[config.mk]
export PLATFORM = sky130hd
export DESIGN_NAME = panel_keys
export DESIGN_NICKNAME = d
export VERILOG_FILES = /design/src/rtl/panel_keys.sv
export SDC_FILE = /design/constraint.sdc
export NUM_CORES = 1
export LEC_CHECK = 0
export CAP_MARGIN = 10
export CORE_MARGIN = 2
export CORE_UTILIZATION = 40
export DETAILED_ROUTE_END_ITERATION = 6
export HOLD_SLACK_MARGIN = 0.08
export PLACE_DENSITY = 0.71
export SLEW_MARGIN = 40
export SYNTH_ARGS = -nofsm -noshare
export SYNTH_HDL_FRONTEND = slang
export SYNTH_SLANG_ARGS = --single-unit
[constraint.sdc]
create_clock -name clk -period 3.69 [get_ports clk]
set_input_delay 0.369 -clock clk [delete_from_list [all_inputs] [get_ports clk]]
set_output_delay 0.369 -clock clk [all_outputs]
set_load 0.01 [all_outputs]
[src/rtl/panel_keys.sv]
// Front-panel switch controller: key outputs (latching or momentary), data-switch
// words, and debounced external switches with sticky change flags, on an Avalon-MM slave.
module panel_keys #(
   parameter int unsigned NKEYS        = 20,
   parameter logic [31:0] MOMENTARY    = 32'h000003FF,
   parameter logic [31:0] KEY_RESET    = 32'h0,
   parameter int unsigned PULSE_CYCLES = 1000,
   parameter int unsigned NEXT         = 4,
   parameter int unsigned DEBOUNCE     = 50000,
   parameter int unsigned NWORDS       = 3,
   parameter int unsigned WIDTH        = 18
) (
   input  logic                    clk,
   input  logic                    reset,
   input  logic [5:0]              s_address,
   input  logic                    s_write,
   input  logic                    s_read,
   input  logic [31:0]             s_writedata,
   output logic [31:0]             s_readdata,
   output logic                    s_readdatavalid,
   output logic                    s_waitrequest,
   output logic [NKEYS-1:0]        keys,
   output logic [NWORDS*WIDTH-1:0] data_sw,
   input  logic [NEXT-1:0]         ext_in,
   output logic [NEXT-1:0]         ext_sw,
   output logic                    ext_irq
);

   // Bus handshake: the slave never stalls; a read strobe sampled at a rising edge
   // is answered by s_readdatavalid high for exactly the following cycle.

   localparam int unsigned PW = (PULSE_CYCLES > 1) ? $clog2(PULSE_CYCLES + 1) : 1;
   localparam int unsigned DW = $clog2(DEBOUNCE + 1);

   localparam logic [5:0] A_KEYSET = 6'd0;
   localparam logic [5:0] A_KEYCLR = 6'd1;
   localparam logic [5:0] A_MODE   = 6'd2;
   localparam logic [5:0] A_EXT    = 6'd3;
   localparam logic [5:0] A_EXTCHG = 6'd4;
   localparam int unsigned A_DATA0 = 5;

   logic wr_keyset;
   logic wr_keyclr;
   logic wr_extchg;

   assign wr_keyset = s_write && (s_address == A_KEYSET);
   assign wr_keyclr = s_write && (s_address == A_KEYCLR);
   assign wr_extchg = s_write && (s_address == A_EXTCHG);

   // Writes only use the low bits of s_writedata; the rest is intentionally dropped.
   logic unused_wdata;
   assign unused_wdata = ^s_writedata;

   assign s_waitrequest = 1'b0;

   // ------------------------------------------------------------------ keys
   logic [NKEYS-1:0] active;

   for (genvar i = 0; i < NKEYS; i++) begin : g_key
      if (MOMENTARY[i]) begin : g_mom
         // The key level is the counter being nonzero, so a retrigger never dips low.
         logic [PW-1:0] cnt;

         always_ff @(posedge clk) begin
            if (!reset) begin
               cnt <= '0;
            end else if (wr_keyclr && s_writedata[i]) begin
               cnt <= '0;
            end else if (wr_keyset && s_writedata[i]) begin
               cnt <= PW'(PULSE_CYCLES);
            end else if (cnt != '0) begin
               cnt <= cnt - 1'b1;
            end
         end

         assign keys[i]   = (cnt != '0);
         assign active[i] = (cnt != '0);
      end else begin : g_lat
         logic lat;

         always_ff @(posedge clk) begin
            if (!reset) begin
               lat <= KEY_RESET[i];
            end else if (wr_keyclr && s_writedata[i]) begin
               lat <= 1'b0;
            end else if (wr_keyset && s_writedata[i]) begin
               lat <= 1'b1;
            end
         end

         assign keys[i]   = lat;
         assign active[i] = 1'b0;
      end
   end

   // ------------------------------------------------------------------ data words
   logic [WIDTH-1:0] dw [NWORDS];

   always_ff @(posedge clk) begin
      if (!reset) begin
         for (int k = 0; k < NWORDS; k++) begin
            dw[k] <= '0;
         end
      end else if (s_write) begin
         for (int k = 0; k < NWORDS; k++) begin
            if (s_address == 6'(A_DATA0 + k)) begin
               dw[k] <= s_writedata[WIDTH-1:0];
            end
         end
      end
   end

   for (genvar k = 0; k < NWORDS; k++) begin : g_dsw
      assign data_sw[k*WIDTH +: WIDTH] = dw[k];
   end

   // ------------------------------------------------------------------ external switches
   logic [NEXT-1:0] sync1;
   logic [NEXT-1:0] sync2;
   logic [NEXT-1:0] ext_q;
   logic [NEXT-1:0] sticky;
   logic [NEXT-1:0] accept;
   logic [NEXT-1:0] chg_clr;
   logic [DW-1:0]   dcnt [NEXT];

   // Acceptance happens on the edge after the counter reaches DEBOUNCE, which makes a
   // clean step appear 2+DEBOUNCE edges after the edge that first samples it.
   always_comb begin
      accept = '0;
      for (int j = 0; j < NEXT; j++) begin
         accept[j] = (sync2[j] != ext_q[j]) && (dcnt[j] == DW'(DEBOUNCE));
      end
   end

   assign chg_clr = wr_extchg ? s_writedata[NEXT-1:0] : '0;

   always_ff @(posedge clk) begin
      if (!reset) begin
         sync1  <= '0;
         sync2  <= '0;
         ext_q  <= '0;
         sticky <= '0;
         for (int j = 0; j < NEXT; j++) begin
            dcnt[j] <= '0;
         end
      end else begin
         sync1 <= ext_in;
         sync2 <= sync1;
         for (int j = 0; j < NEXT; j++) begin
            if (sync2[j] == ext_q[j]) begin
               dcnt[j] <= '0;
            end else if (accept[j]) begin
               dcnt[j]  <= '0;
               ext_q[j] <= sync2[j];
            end else begin
               dcnt[j] <= dcnt[j] + 1'b1;
            end
         end
         // A new change outranks a same-cycle write-1-to-clear.
         sticky <= (sticky & ~chg_clr) | accept;
      end
   end

   assign ext_sw  = ext_q;
   assign ext_irq = |sticky;

   // ------------------------------------------------------------------ read path
   logic [31:0] rd_val;

   always_comb begin
      rd_val = '0;
      case (s_address)
         A_KEYSET: rd_val[NKEYS-1:0] = keys;
         A_KEYCLR: rd_val[NKEYS-1:0] = active;
         A_MODE:   rd_val[NKEYS-1:0] = MOMENTARY[NKEYS-1:0];
         A_EXT:    rd_val[NEXT-1:0]  = ext_q;
         A_EXTCHG: rd_val[NEXT-1:0]  = sticky;
         default: begin
            for (int k = 0; k < NWORDS; k++) begin
               if (s_address == 6'(A_DATA0 + k)) begin
                  rd_val[WIDTH-1:0] = dw[k];
               end
            end
         end
      endcase
   end

   always_ff @(posedge clk) begin
      if (!reset) begin
         s_readdata      <= '0;
         s_readdatavalid <= 1'b0;
      end else begin
         s_readdatavalid <= s_read;
         if (s_read) begin
            s_readdata <= rd_val;
         end
      end
   end

endmodule

==> results.py <==
metrics = {
    "clock_network": {
        "clock_latency_ps": 550,
        "post-cts-setup-buffers": 0,
        "clk_pin_slew_ps": 60,
        "h-tree-depth": 1,
        "post_cts_resize_count": 0,
        "cts_tree": "built",
        "cts-buffers-inserted": 29,
        "cts_hold_buffers": 0,
        "clock_sinks": 265,
        "clockRootBuffer": "clkbuf_16",
        "max-clock-path-buffers": 3,
    },
    "drt": {
        "finalWirelength_mm": 32.26,
        "ant_nets": 0,
        "detail_route.vias_per_cell": 5.441,
        "drt_pass1_iterations": 7,
        "drt_iter0_drc": 728,
        "vias": 10310,
        "route.detailed.drc": 0,
        "avgRoutedWirePerCell_um": 17.02,
    },
    "worst_setup_path": {
        "max_stage_delay_ps": 640,
        "crit_chain": "inv_1, ha_1, nor3b_1, nand3_1, clkdlybuf4s50_1",
        "cp_top_family": "simple AND/OR/NAND/NOR gates",
        "reg2reg_to": "dcnt[0][13]",
        "worstRegToRegCells": 4,
        "r2r_slack_ps": 1310,
        "crit_slowest_cell": "clkdlybuf4s50_1",
        "critical_path_buf_inv_count": 2,
        "crit_fanout": 7,
        "crit_type": "flop to output port",
        "cp.arrival_ps": 2810,
        "start_kind": "flop",
        "rr_startpoint": "dcnt[0][11]",
        "endpoint_kind": "output port",
        "required_ps": 3320,
    },
    "floorplan": {
        "row_count": 65,
        "ios": 159,
        "start_util_pct": 40.67,
        "die_width_um": 183.1,
        "coreArea_mm2": 0.03156,
        "fp.dieH_um": 183.1,
        "dieArea_mm2": 0.03353,
    },
    "timing": {
        "post-route-period-util_pct": 86.13,
        "fmax_mhz": 314.7,
        "min_period_ps": 3178,
        "fin_ws_ps": 511.9,
        "setup_viol": 0,
        "tns_ps": 0,
        "whs_ps": 313.8,
        "rsz0062_at_grt": "false",
        "tightest_slew_ps": 762.1,
        "hold_viol": 0,
        "slew_violations": 0,
        "fin_skew_ps": 8.831,
        "slew_headroom_pct": 48.66,
    },
    "job": {
        "max_cap_viol_count": 0,
    },
    "place": {
        "dp_slack_ps": 763.6,
        "dp_hpwl_mm": 22.51,
        "place_congestion": 0.8580,
        "place.port_buffers": 133,
    },
    "logic_synthesis": {
        "synth_area_mm2": 0.01283,
        "syn_area_per_cell_um2": 10.01,
        "synthesis.instances": 1282,
        "synth_top_area_share_pct": 27.61,
        "yosysTopAreaCell": "edfxtp_1",
        "ys_seq_elements": 265,
        "synthTopCellsByArea": "edfxtp_1 28%, dfxtp_1 23%, nor2_1 4.0%",
        "synth-edff-count": 118,
        "synthFlopType": "dfxtp_1",
        "ys.warnings.count": 0,
        "synth-seq-area-share_pct": 50.55,
        "ys_types": 68,
        "synthArstFlopShare_pct": 0,
    },
    "global_route": {
        "antenna_found_initial": 2,
        "grt_pass1_wl_mm": 51.23,
        "grt.total_usage_pct": 18.99,
        "grt_max_degree": 25,
        "grt-ovfl-total": 0,
        "grt_pass1_vias": 9778,
    },
    "min_path": {
        "hp-class": "input port to flop",
        "min_to": "s_readdata[12]",
        "holdCritStartpoint": "reset",
        "whs_path_depth": 3,
    },
    "layout": {
        "drive_gt1_share_pct": 7.976,
        "final_common_cell": "dfxtp_1",
        "num-nets-final": 1537,
        "mostFrequentLayoutCells": "147 x dfxtp_1, 135 x nor2_1, 132 x clkdlybuf4s50_1",
        "syn2layout_area_growth_pct": 22.90,
        "fill_cells": 2880,
        "final_core_util_pct": 49.98,
    },
    "power": {
        "power_density_mw_per_mm2": 650.5,
        "p_leak_nw": 5.662,
        "total_power_mw": 10.26,
        "ir_drop_mv": 0.5083,
    },
    "run_status": {
        "status": "completed",
    },
}
power breakdown:
part | switching, mW | internal [mW]
Combinational | 1.67 | 1.46
Sequential | 0.463 | 3.53
Clock | 1.18 | 1.96
Total | 3.31 | 6.95
routing by layer:
metal	vias up	share of wire [%]	track usage, %
met5	-	0.040	0
met3	61	6.8	3.753
met2	317	46	31.15
li1	5002	-	-
met4	2	2.6	5.216
met1	4928	45	25.62
worst max-delay path by stage:
stage	slack, ps	end	start	depth (start not counted)
floorplan	850	dw[0][36]	s_address[0]	5
detailed placement	760	s_readdata[16]	s_address[2]	6
CTS	510	keys[1]	g_key[1].g_mom.cnt[0]	5
finish	510	keys[2]	g_key[2].g_mom.cnt[0]	5
global route	230	keys[1]	g_key[1].g_mom.cnt[0]	5
global placement	830	s_readdata[12]	s_address[2]	6
synthesized netlist by cell type, drive strengths merged (20+ instances only):
library cell    n
nor2          137
a21oi          75
buf            38
edfxtp        118
o21ai          56
and2           28
inv            48
ha             22
nand2b         23
a211oi         28
nor3           21
clkbuf         31
nand4          23
nor4           25
a31oi          41
xor2           31
mux2i          20
dfxtp         147
nand2          60
xnor2          48
nand3          60
metrics by stage:
| step | cell area, µm² | instances |
|---|---|---|
| floorplan | 13110 | 1357 |
| global placement | 14710 | 1840 |
| detailed placement | 14720 | 1840 |
| CTS | 15770 | 1894 |
| global route | 15770 | 1894 |
| finish | 15770 | 1895 |
registers in the layout (all words and copies together), names as in the netlist:
name	cells
g_key.g_lat.lat	10
dw	54
sync2	4
s_readdatavalid	1
sticky	4
s_readdata	20
dcnt	64
sync1	4
ext_sw	4
g_key.g_mom.cnt	100
worst reg2reg max path: cells and delay by family, from the launching register on:
family / cells / cell delay, ps
flops: 1 / 450
simple gates: 4 / 1660
logic make-up after synthesis:
logic type | share of synthesized area, %
flops | 50.55
compound gates | 13.14
xor+xnor | 5.392
mux | 3.140
buf+inv | 4.319
simple gates | 21.26
other cells | 0.05852
fa+ha+maj | 2.145
layout make-up:
class / count / area [µm²] / share of cell area, %
inverter: 49 / 183.9 / 1.166
clock buffer: 46 / 903.4 / 5.728
sequential: 265 / 6486 / 41.13
clock inverter: 8 / 148.9 / 0.9441
tap: 402 / 503.0 / 3.189
timing repair buffer: 150 / 1454 / 9.219
antenna: 1 / 2.502 / 0.01587
multi-input combinational: 974 / 6090 / 38.61
No activity file was read; power rests on OpenSTA's default activity.
